--- src/rtl/program_loader.sv ---
// rtl/program_loader.sv - framed byte stream to 24-bit instruction memory writer with CPU hold
module program_loader #(
    parameter int          ADDR_W = 8,
    parameter logic [7:0]  MAGIC  = 8'hA5
) (
    input  logic              clk,
    input  logic              rst,
    input  logic [7:0]        rx_data,
    input  logic              rx_valid,
    output logic              rx_ready,
    output logic              imem_we,
    output logic [ADDR_W-1:0] imem_addr,
    output logic [23:0]       imem_wdata,
    output logic              cpu_hold,
    output logic              load_done,
    output logic              load_error,
    output logic [1:0]        err_code,
    output logic [ADDR_W:0]   word_count
);
    localparam int CW = ADDR_W + 1;

    typedef enum logic [3:0] {
        S_IDLE, S_LEN, S_B0, S_B1, S_B2, S_WRITE, S_CSUM, S_DONE, S_ERROR
    } state_t;

    state_t        state_q, state_d;
    logic [CW-1:0] n_q, n_d;
    logic [CW-1:0] wc_q, wc_d;
    logic [23:0]   word_q, word_d;
    logic [7:0]    csum_q, csum_d;
    logic          halt_q, halt_d;
    logic          done_q, done_d;
    logic          error_q, error_d;
    logic [1:0]    code_q, code_d;
    logic          accept;

    // Ready depends on state only; WRITE is the single stall cycle
    assign rx_ready   = !rst && (state_q != S_WRITE);
    assign accept     = rx_valid && rx_ready;
    assign imem_we    = (state_q == S_WRITE);
    assign imem_addr  = imem_we ? wc_q[ADDR_W-1:0] : '0;
    assign imem_wdata = imem_we ? word_q : 24'd0;
    assign cpu_hold   = (state_q != S_DONE);
    assign load_done  = done_q;
    assign load_error = error_q;
    assign err_code   = code_q;
    assign word_count = wc_q;

    // Next-state logic: frame parsing, word assembly, checksum and halt tracking
    always_comb begin
        state_d = state_q;
        n_d     = n_q;
        wc_d    = wc_q;
        word_d  = word_q;
        csum_d  = csum_q;
        halt_d  = halt_q;
        done_d  = done_q;
        error_d = error_q;
        code_d  = code_q;
        case (state_q)
            S_IDLE, S_DONE, S_ERROR: begin
                if (accept && rx_data == MAGIC) begin
                    state_d = S_LEN;
                    wc_d    = '0;
                    csum_d  = 8'd0;
                    halt_d  = 1'b0;
                    done_d  = 1'b0;
                    error_d = 1'b0;
                    code_d  = 2'b00;
                end
            end
            S_LEN: begin
                if (accept) begin
                    if (rx_data == 8'd0 || {24'd0, rx_data} > (32'd1 << ADDR_W)) begin
                        state_d = S_ERROR;
                        error_d = 1'b1;
                        code_d  = 2'b01;
                    end else begin
                        n_d     = CW'(rx_data);
                        state_d = S_B0;
                    end
                end
            end
            S_B0, S_B1, S_B2: begin
                if (accept) begin
                    csum_d = csum_q ^ rx_data;
                    word_d = {word_q[15:0], rx_data};
                    if (state_q == S_B0) begin
                        if (rx_data[7:4] == 4'hF) begin
                            halt_d = 1'b1;
                        end
                        state_d = S_B1;
                    end else if (state_q == S_B1) begin
                        state_d = S_B2;
                    end else begin
                        state_d = S_WRITE;
                    end
                end
            end
            S_WRITE: begin
                wc_d    = wc_q + CW'(1);
                state_d = (wc_d == n_q) ? S_CSUM : S_B0;
            end
            S_CSUM: begin
                if (accept) begin
                    if (rx_data != csum_q) begin
                        state_d = S_ERROR;
                        error_d = 1'b1;
                        code_d  = 2'b10;
                    end else if (!halt_q) begin
                        state_d = S_ERROR;
                        error_d = 1'b1;
                        code_d  = 2'b11;
                    end else begin
                        state_d = S_DONE;
                        done_d  = 1'b1;
                    end
                end
            end
            default: state_d = S_IDLE;
        endcase
    end

    // State register with synchronous active-high reset
    always_ff @(posedge clk) begin
        if (rst) begin
            state_q <= S_IDLE;
            n_q     <= '0;
            wc_q    <= '0;
            word_q  <= 24'd0;
            csum_q  <= 8'd0;
            halt_q  <= 1'b0;
            done_q  <= 1'b0;
            error_q <= 1'b0;
            code_q  <= 2'b00;
        end else begin
            state_q <= state_d;
            n_q     <= n_d;
            wc_q    <= wc_d;
            word_q  <= word_d;
            csum_q  <= csum_d;
            halt_q  <= halt_d;
            done_q  <= done_d;
            error_q <= error_d;
            code_q  <= code_d;
        end
    end
endmodule

--- config.mk ---
export PLATFORM = sky130hd
export DESIGN_NAME = program_loader
export DESIGN_NICKNAME = d
export VERILOG_FILES = /design/src/rtl/program_loader.sv
export SDC_FILE = /design/constraint.sdc
export NUM_CORES = 1
export LEC_CHECK = 0
export CORE_ASPECT_RATIO = 1.4
export CORE_MARGIN = 4
export CORE_UTILIZATION = 47
export DETAILED_ROUTE_END_ITERATION = 7
export PLACE_DENSITY = 0.87
export SYNTH_ARGS = -nofsm -noshare
export SYNTH_HDL_FRONTEND = slang
export SYNTH_SLANG_ARGS = --single-unit
--- constraint.sdc ---
create_clock -name clk -period 1.9 [get_ports clk]
set_input_delay 0.19 -clock clk [delete_from_list [all_inputs] [get_ports clk]]
set_output_delay 0.19 -clock clk [all_outputs]
set_load 0.05 [all_outputs]
==> Yosys cells after proc, flatten, opt, wreduce, memory -nomap -nowiden <==
Cells that the tools add are included.
{ "classes": {"add_sub_neg": 1, "n_eq_ne": 24, "n_mux": 40, "bitwise_logic": 2, "reduce_logical": 20} }
{ "ops": {"columns": ["op", "n"], "rows": [
  ["2-to-1 mux 4 bit", 7],
  ["2-to-1 mux 24 bit", 1],
  ["2-to-1 mux 8 bit", 3],
  ["case mux 4 bit (5 select lines)", 1],
  ["!= test 2 bit (second input constant)", 9],
  ["case mux 9 bit (2 select lines)", 1],
  ["== test 4 x 3 -> 1 bit (second input constant)", 4],
  ["case mux 8 bit (2 select lines)", 1],
  ["2-to-1 mux 1 bit", 13],
  ["2-to-1 mux 2 bit", 6],
  ["AND reduction 5 bit", 2],
  ["adder 9 x 1 -> 9 bit (second input constant)", 1],
  ["== test 9 x 8 -> 1 bit", 1],
  ["2-to-1 mux 9 bit", 1],
  ["== test 4 x 2 -> 1 bit (second input constant)", 2],
  ["== test 4 bit (second input constant)", 2],
  ["== test 8 bit (second input constant)", 1],
  ["logical NOT 8 bit", 1],
  ["!= test 4 x 3 -> 1 bit (second input constant)", 2],
  ["!= test 8 bit", 1],
  ["bitwise XOR 8 bit", 1],
  ["2-to-1 mux 3 bit", 2],
  ["case mux 2 bit (3 select lines)", 1],
  ["AND reduction 3 bit", 2],
  ["14 further kinds", 21]
]} }
{ "word_totals": {"register_bits": 58, "wordCells": 96} }

==> Longest topological paths before layout <==
Gate-level depths: netlist of the first run.
{ "depth": {"depth_word": 6, "depth_mapped": 8, "ltp_nobuf": 6} }

==> Worst setup path before layout of the first run <==
OpenSTA, ideal clock, no wires.
{ "synth_path": {"path_type": "register to register", "start": "register wc_q[2] (netlist: word_count[2])", "end": "register state_q[2]", "arrival_time_ps": 2309, "t_required_ps": 1840, "slack_ps": -468, "stages_incl_launch_ff": 7, "n_path_buf": 1, "period_less_slack_ps": 2368, "path_cell_list": "dfxtp_1 buf_2 nand3_1 o21a_1 or4_1 a2111oi_0 o31a_1"} }
{ "synth_between": {"elab_chain_cells": 4} }
{ "synth_lines": {"columns": ["element", "line", "source"], "rows": [
  ["start, declared", "28", "logic [CW-1:0] wc_q, wc_d;"],
  ["start signal, assigned", "139", "wc_q <= wc_d;"],
  ["adder 9 x 1 -> 9 bit", "101", "wc_d = wc_q + CW'(1);"],
  ["== test 9 x 8 -> 1 bit", "102", "state_d = (wc_d == n_q) ? S_CSUM : S_B0;"],
  ["2-to-1 mux 3 bit", "102", null],
  ["case mux 4 bit (5 select lines)", "60", "case (state_q)"],
  ["end signal, assigned", "137", "state_q <= state_d;"],
  ["end, declared", "26", "state_t state_q, state_d;"]
]} }
Every way passes these cells.
A chain may end at the register's enable or synchronous reset.

==> Worst setup path after layout of the first run <==
{ "layout_path": {"start": "register wc_q[3] (netlist: word_count[3])", "end": "register state_q[2]"} }
Same word-level chain as after synthesis.

==> results of run 1 <==
==> worst paths after layout <==
kind	depth (start not counted)	to	start
worst min-delay path	3	state_q[0]$_SDFFE_PP0P_	rst
worst min register to register	2	word_q[18]$_SDFFE_PP0P_	word_q[18]$_SDFFE_PP0P_
worst max-delay path	7	state_q[2]$_SDFFE_PP0P_	word_count[3]$_SDFFE_PP0P_
worst max register to register	7	state_q[2]$_SDFFE_PP0P_	word_count[3]$_SDFFE_PP0P_
==> stage by stage <==
stage / std cells / setup WS [ns] / hold WS, ns
floorplan: 418 / -0.189 / 0.326
global placement: 606 / -0.434 / 0.436
detailed placement: 606 / -0.498 / 0.445
CTS: 624 / 0.00000133 / 0.183
global route: 625 / -0.155 / 0.218
finish: 625 / -0.0169 / 0.196
==> worst reg2reg max path: cells and delay by family, from the launching register on <==
family | cells | cell delay, ns
flip-flops | 1 | 0.33
buffers and inverters | 2 | 0.35
AND/OR/NAND/NOR | 2 | 0.39
AO/OA/AOI/OAI | 3 | 0.79
==> cells by family (layout without fill, tap and decap cells) <==
| family | count (synthesis) | in the layout |
|---|---|---|
| AND/OR/NAND/NOR | 183 | 183 |
| AO/OA/AOI/OAI | 112 | 112 |
| flip-flops | 58 | 58 |
| buffers and inverters | 39 | 154 |
| XOR/XNOR | 16 | 16 |
| multiplexers | 9 | 9 |
| adder cells (fa/ha/maj) | 1 | 1 |
==> final cells by class <==
cell class,count,area [um^2],share of cell area
clock buffers,11,141,0.0280
clock inverters,5,53.8,0.0107
inverters,9,36.3,0.00719
multi-input cells,321,2020,0.400
flip-flops and latches,58,1190,0.235
well taps,92,115,0.0228
repair buffers,129,1500,0.296
==> layer usage <==
layer	global-route usage	vias up	part of all wire
met4	0.206	0	0.056
met3	0.0453	68	0.074
li1	-	1691	-
met2	0.491	259	0.51
met1	0.309	1772	0.36
met5	0	-	0
==> synthesized netlist by cell type, types with 2 or more instances <==
cell	number	area [um^2]
o22ai_1	2	12.5
clkbuf_1	24	90.1
or3_1	5	31.3
o211ai_1	2	15.0
inv_1	7	26.3
nor2b_1	3	18.8
nor3_1	14	70.1
o21ai_1	8	40.0
xnor2_1	14	123
and3_1	3	18.8
nand2_1	58	218
nor3b_1	2	15.0
nand3_1	12	60.1
o21ai_0	13	65.1
buf_2	4	20.0
a21oi_1	51	255
mux2i_1	9	90.1
or4_1	4	30.0
nand4bb_1	2	22.5
xor2_1	2	17.5
o31ai_1	3	22.5
o21a_1	3	22.5
dfxtp_1	58	1160
nand4_1	3	18.8
o31a_1	2	17.5
nor2_1	34	128
and2_1	32	200
a221oi_1	2	17.5
a211oi_1	3	22.5
a31oi_1	4	25.0
==> registers in the layout (all words and copies together) (netlist names) <==
register	flops
csum_q	8
err_code	2
halt_q	1
load_done	1
load_error	1
n_q	8
state_q	4
word_count	9
word_q	24
==> power groups by stage <==
stage               sequential [mW]  clock [mW]  combinational [mW]
floorplan                      1.24           0              0.0513
global placement               1.24           0               0.135
detailed placement             1.24           0               0.137
CTS                            1.21        1.15               0.136
global route                   1.21        1.20               0.150
finish                         1.21        1.16               0.144
==> repair_timing <==
action	4_1_cts	5_1_grt
endpoints found under the hold margin	0	0
gates cloned	0	0
buffers inserted	2	1
gates resized for setup	20	21
endpoints found under the setup margin	52	18
pin swaps	3	3
==> impl_results.md, run 1 <==
- Pint: 1.91 mW
- Initial core utilization: 0.482
- Diode count: 0
- CP bufs+invs: 2
- Mean post-synth cell area: 7.63 um^2
- Switching part of the total: 0.241
- Warnings, synthesis: 0
- Pwr/cell area: 498 nW/um^2
- Area growth syn-to-layout: 58.4%
- Net Switching: 0.607 mW
- Final min period: 1.92 ns
- Die Wd: 77.6 um
- Routed via count: 3790
- Final Cycle Share: 1.01
- Routed vias/inst: 6.06
- Most frequent CP cell: buf_4
- Setup Viol. Count Final: 1
- Hold Buf Count CTS: 0
- CTS tree: built
- Crit-path slowest cell: a2111oi_4
- Pleak: 1.87 nW
- Die Footprint: 8180 um^2
- Clk_skew: 0.00680 ns
- Max stage delay on crit path: 0.39 ns
- Post-synth EDFFs: 0
- Fmax: 522 MHz
- Placed cell areas: 4650 um^2
- Max_cap viols: 0
- Gr ovfl total: 0
- Gr usage total: 0.284
- Fill count: 379
- Global-route wire length before repair: 18500 um
- Cell Area, Synth: 3190 um^2
- CTS Buf Count: 9
- Final WL: 11700 um
- Power consumption: 2.51 mW
- Crit path capture type: register
- Post-synthesis mux area share: 0.0283
- Maximum VDD drop: 402 uV
- Adder-cell share of the synthesized area: 0.00392
- Pin count of the biggest net entering global routing: 50
- Failing checks: negative setup slack
- Post-synthesis compound-gate area fraction: 0.215
- First-pass DRT Iterations: 7
- Detailed Route Iter0 Violations: 441
- Total clock sinks: 58
- Post-Syn Nets: 430
- Startpoint Class: register
- Synth unique cells: 65
- Post-synth ARST share: 0
- Post-DP HPWL: 7400 um
- CP max FO: 10
- Final std cell area, no fill: 5050 um^2
- H-Tree Depth: 3
- Min setup slack post-route: -0.0169 ns
- Arr. time, crit path: 2.20 ns
- Final layout net count: 540
- Comb pwr share: 0.057
- Hold crit path type: in2reg
- Clock share of power: 0.462
- Most frequent cells in the layout: 68 x buf_4, 58 x nand2_1, 51 x a21oi_1, 48 x dfxtp_1, 37 x buf_12
- Row count: 35
- IO Count: 59
- Status: finished, violations left
- WL/cell: 18.7 um
- Sequential area share after synthesis: 0.364
- Combinational family with the most area after synthesis: simple AND/OR/NAND/NOR gates
- Slew margin rel.: 0.641
- Die height: 105 um
- Most common cell after layout, fill and taps aside: buf_4
- Reg power frac: 0.481
- Reg2reg setup slack: -0.02 ns
- Synth Instances: 418
- Vias in the first global route: 3722
- Port-buffer cells: 58
- Crit-path leading delay family: compound AO/OA/AOI/OAI gates
- Most used flip-flop cell after synthesis: dfxtp_1
- Root buf cell: clkbuf_8
- Routability cong.: 0.990
- Synth Area in XOR/XNOR: 0.0440
- Cell Chain, Critical Path: buf_4 > nand4_1 > o21ai_0 > nand3_1 > a2111oi_4 > buf_4 > o31a_1
- DRC viols: 0
- Seq cells post-synth: 58
- Layout cells sized above 1: 0.330
- Synth Area in Simple Gates: 0.296
- Worst-path clk slew: 0.07 ns
- Final ANT Viol Nets: 0
- Final setup TNS: -0.0169 ns
- Crit path kind: reg2reg
- Tightest Pin Transition: 0.539 ns
- Longest Clk Path Bufs: 2
- Max-slew violations: 0
- Final core occ: 0.763
- Worst skew pair latency: 0.35 ns
- RSZ-0062 raised after global routing: yes
- Initial antenna violation count: 0
- Final Hold Fails: 0
- Core Area: 6610 um^2
- WP data required: 2.19 ns
(Power assumes the default switching activity.)
==> run 2, diff against run 1 <==
--- a/config.mk
+++ b/config.mk
@@ -9,6 +9,7 @@
 export CORE_MARGIN = 4
 export CORE_UTILIZATION = 47
 export DETAILED_ROUTE_END_ITERATION = 7
+export GPL_ROUTABILITY_DRIVEN = 1
 export PLACE_DENSITY = 0.87
 export SYNTH_ARGS = -nofsm -noshare
 export SYNTH_HDL_FRONTEND = slang
==> results of run 2 <==
No change in the layout: final DEF, timing and power equal those of run 1.
==> run 3, diff against run 2 <==
--- a/config.mk
+++ b/config.mk
@@ -10,7 +10,9 @@
 export CORE_UTILIZATION = 47
 export DETAILED_ROUTE_END_ITERATION = 7
 export GPL_ROUTABILITY_DRIVEN = 1
+export HOLD_SLACK_MARGIN = 0.02
 export PLACE_DENSITY = 0.87
+export SETUP_SLACK_MARGIN = 0.2
 export SYNTH_ARGS = -nofsm -noshare
 export SYNTH_HDL_FRONTEND = slang
 export SYNTH_SLANG_ARGS = --single-unit
==> run 3 against run 2 <==
Global-route usage up 0.47 points. Maximum frequency shrank 4.7%. Clock-buffer cell count grew 1. The run still ends with negative setup slack left. Largest power group is now clock. Cell count rose by 2.6%. Utilization grew 11 points. Clock power up 18%.
==> impl_results.md, run 3 (same netlist as run 1, synthesis figures left out) <==
- Status: finished, violations left
- Failing checks: negative setup slack
- Fill count: 284 (-25%)
- Port-buffer cells: 58 (unchanged)
- Die Wd: 77.6 um (unchanged)
- Max_cap viols: 0 (unchanged)
- Area growth syn-to-layout: 80.7%
- Final WL: 15600 um (+34%)
- Hold Buf Count CTS: 0 (unchanged)
- Final std cell area, no fill: 5760 um^2 (+14%)
- Total clock sinks: 58 (unchanged)
- Initial antenna violation count: 0 (unchanged)
- Pin count of the biggest net entering global routing: 57 (+14%)
- Clock share of power: 0.500 (+0.038)
- Vias in the first global route: 3747 (+0.67%)
- Hold crit path type: in2reg
- Gr ovfl total: 0 (unchanged)
- Worst-path clk slew: 0.07 ns (about the same)
- Routability cong.: 0.950 (-4.1%)
- WL/cell: 24.3 um (+30%)
- WHS Endpoint: load_done$_SDFFE_PP0P_
- CTS Buf Count: 9 (unchanged)
- Most frequent cells in the layout: 56 x buf_4, 44 x a21oi_1, 44 x dfxtp_1, 42 x buf_12, 38 x nand2_1
- Longest Clk Path Bufs: 2 (unchanged)
- Fmax: 497 MHz (-4.7%)
- First-pass DRT Iterations: 5 (-2)
- Placed cell areas: 4680 um^2 (+0.51%)
- Row count: 35 (unchanged)
- Pwr/cell area: 474 nW/um^2 (-4.8%)
- Reg power frac: 0.440 (-0.041)
- Pleak: 2.20 nW (+17%)
- Final layout net count: 556 (+3.0%)
- Reg with most FFs: word_q
- Reg2reg setup slack: -0.11 ns (-0.09 ns)
- Worst skew pair latency: 0.37 ns (+0.02 ns)
- Register area: 1200 um^2 (+1.3%)
- Detailed Route Iter0 Violations: 625 (+42%)
- Maximum VDD drop: 701 uV (+74%)
- Max reg flops: 24 (unchanged)
- Setup Viol. Count Final: 4 (+3)
- Root buf cell: clkbuf_8
- Diode count: 0 (unchanged)
- DRC viols: 0 (unchanged)
- Die Footprint: 8180 um^2 (unchanged)
- WHS: 0.264 ns (+0.0688 ns)
- Startpoint Class: register
- Arr. time, crit path: 2.25 ns (+0.05 ns)
- Placed insts: 589 (-2.8%)
- Final min period: 2.01 ns (+0.0939 ns)
- Min setup slack post-route: -0.111 ns (-0.0939 ns)
- Power consumption: 2.73 mW (+8.7%)
- Reg2Reg Capture Point: csum_q[1]$_SDFFE_PP0P_
- RSZ-0062 raised after global routing: yes
- Net Switching: 0.655 mW (+7.9%)
- Most common cell after layout, fill and taps aside: buf_4
- Gr usage total: 0.289 (+0.00468)
- Clk_skew: 0.0138 ns (+0.00702 ns)
- Final Non-Filler Cells: 641 (+2.6%)
- Pint: 2.08 mW (+8.9%)
- Switching part of the total: 0.240 (-0.00165)
- Final Hold Fails: 0 (unchanged)
- Layout cells sized above 1: 0.495 (+0.165)
- Die height: 105 um (unchanged)
- Tightest Pin Transition: 0.656 ns (+0.117 ns)
- Slew margin rel.: 0.563 (-0.0780)
- Hold depth: 3 (unchanged)
- Hold Startpoint: rx_valid
- Max-slew violations: 0 (unchanged)
- Cell depth of the worst flop-to-flop path: 10 (+3)
- Final ANT Viol Nets: 0 (unchanged)
- WP data required: 2.14 ns (-0.05 ns)
- Routed via count: 4238 (+12%)
- Multi-input gate area: 2420 um^2 (+20%)
- H-Tree Depth: 3 (unchanged)
- Core Area: 6610 um^2 (unchanged)
- Initial core utilization: 0.482 (unchanged)
- CTS tree: built
- Worst R2R Start: state_q[3]$_SDFFE_PP0P_
- Final Cycle Share: 1.06 (+0.0494)
- IO Count: 59 (unchanged)
- Post-DP HPWL: 7090 um (-4.2%)
- Routed vias/inst: 6.61 (+9.0%)
- CP max FO: 7 (-3)
- Crit path kind: reg2reg
- Global-route wire length before repair: 19000 um (+2.5%)
- Crit path capture type: register
- Comb pwr share: 0.059 (+0.002)
[run 3: timing repair]
action / CTS / global route
endpoints found under the setup margin: 104 / 87
setup buffers: 12 / 22
gates cloned: 0 / 2
resized for setup: 56 / 127
pin swaps: 8 / 52
[run 3: critical path, stage by stage (launching register included)]
cell        delay (ns)
dfxtp_2           0.36
buf_6             0.12
buf_4             0.11
buf_12            0.13
clkinvlp_4        0.17
o211a_4           0.21
buf_6             0.12
a21oi_4           0.18
buf_6             0.15
nor2_2            0.05
nor3_2            0.28
[run 3: power by group through the flow]
stage          combinational [mW]  sequential, mW  clock [mW]
3_3_place_gp                0.133            1.24           0
6_report                    0.163            1.20        1.37
5_1_grt                     0.166            1.20        1.42
4_1_cts                     0.137            1.21        1.33
2_1_floorplan              0.0518            1.24           0
3_5_place_dp                0.136            1.24           0
[run 3: cell type report]
class                   instances  area share
flip-flops and latches         58       0.208
repair buffers                145       0.303
well taps                      92      0.0200
multi-input cells             321       0.421
clock inverters                 4      0.0128
clock buffers                  12      0.0269
inverters                       9     0.00803
[run 3: through the flow]
step	worst slack [ns]	TNS, ns	utilization
after CTS	0.0731	0	0.783
after global placement	-0.468	-10.16	0.707
after floorplan	-0.000933	-0.000933	-
final	-0.111	-0.206	0.871
after detailed placement	-0.489	-10.93	0.707
after global routing	-0.160	-0.837	0.871
[run 3: worst max-delay path by stage]
stage | startpoint | endpoint | slack (ns) | depth (start not counted)
final | state_q[3]$_SDFFE_PP0P_ | csum_q[1]$_SDFFE_PP0P_ | -0.11 | 10
after global routing | state_q[3]$_SDFFE_PP0P_ | csum_q[1]$_SDFFE_PP0P_ | -0.16 | 10
after CTS | state_q[1]$_SDFFE_PP0P_ | imem_wdata[8] | 0.07 | 5
after detailed placement | rx_data[6] | state_q[3]$_SDFFE_PP0P_ | -0.49 | 8
after global placement | rx_data[6] | err_code[0]$_SDFFE_PP0P_ | -0.47 | 7
after floorplan | word_count[5]$_SDFFE_PP0P_ | state_q[2]$_SDFFE_PP0P_ | -0.0009 | 5
[run 3: per-layer routing]
metal  GRT usage  part of all wire  vias up
met2       0.499              0.50      354
li1            -                 -     1727
met3      0.0744             0.077      149
met1       0.313              0.34     2008
met5           0                 0        -
met4       0.172             0.086        0
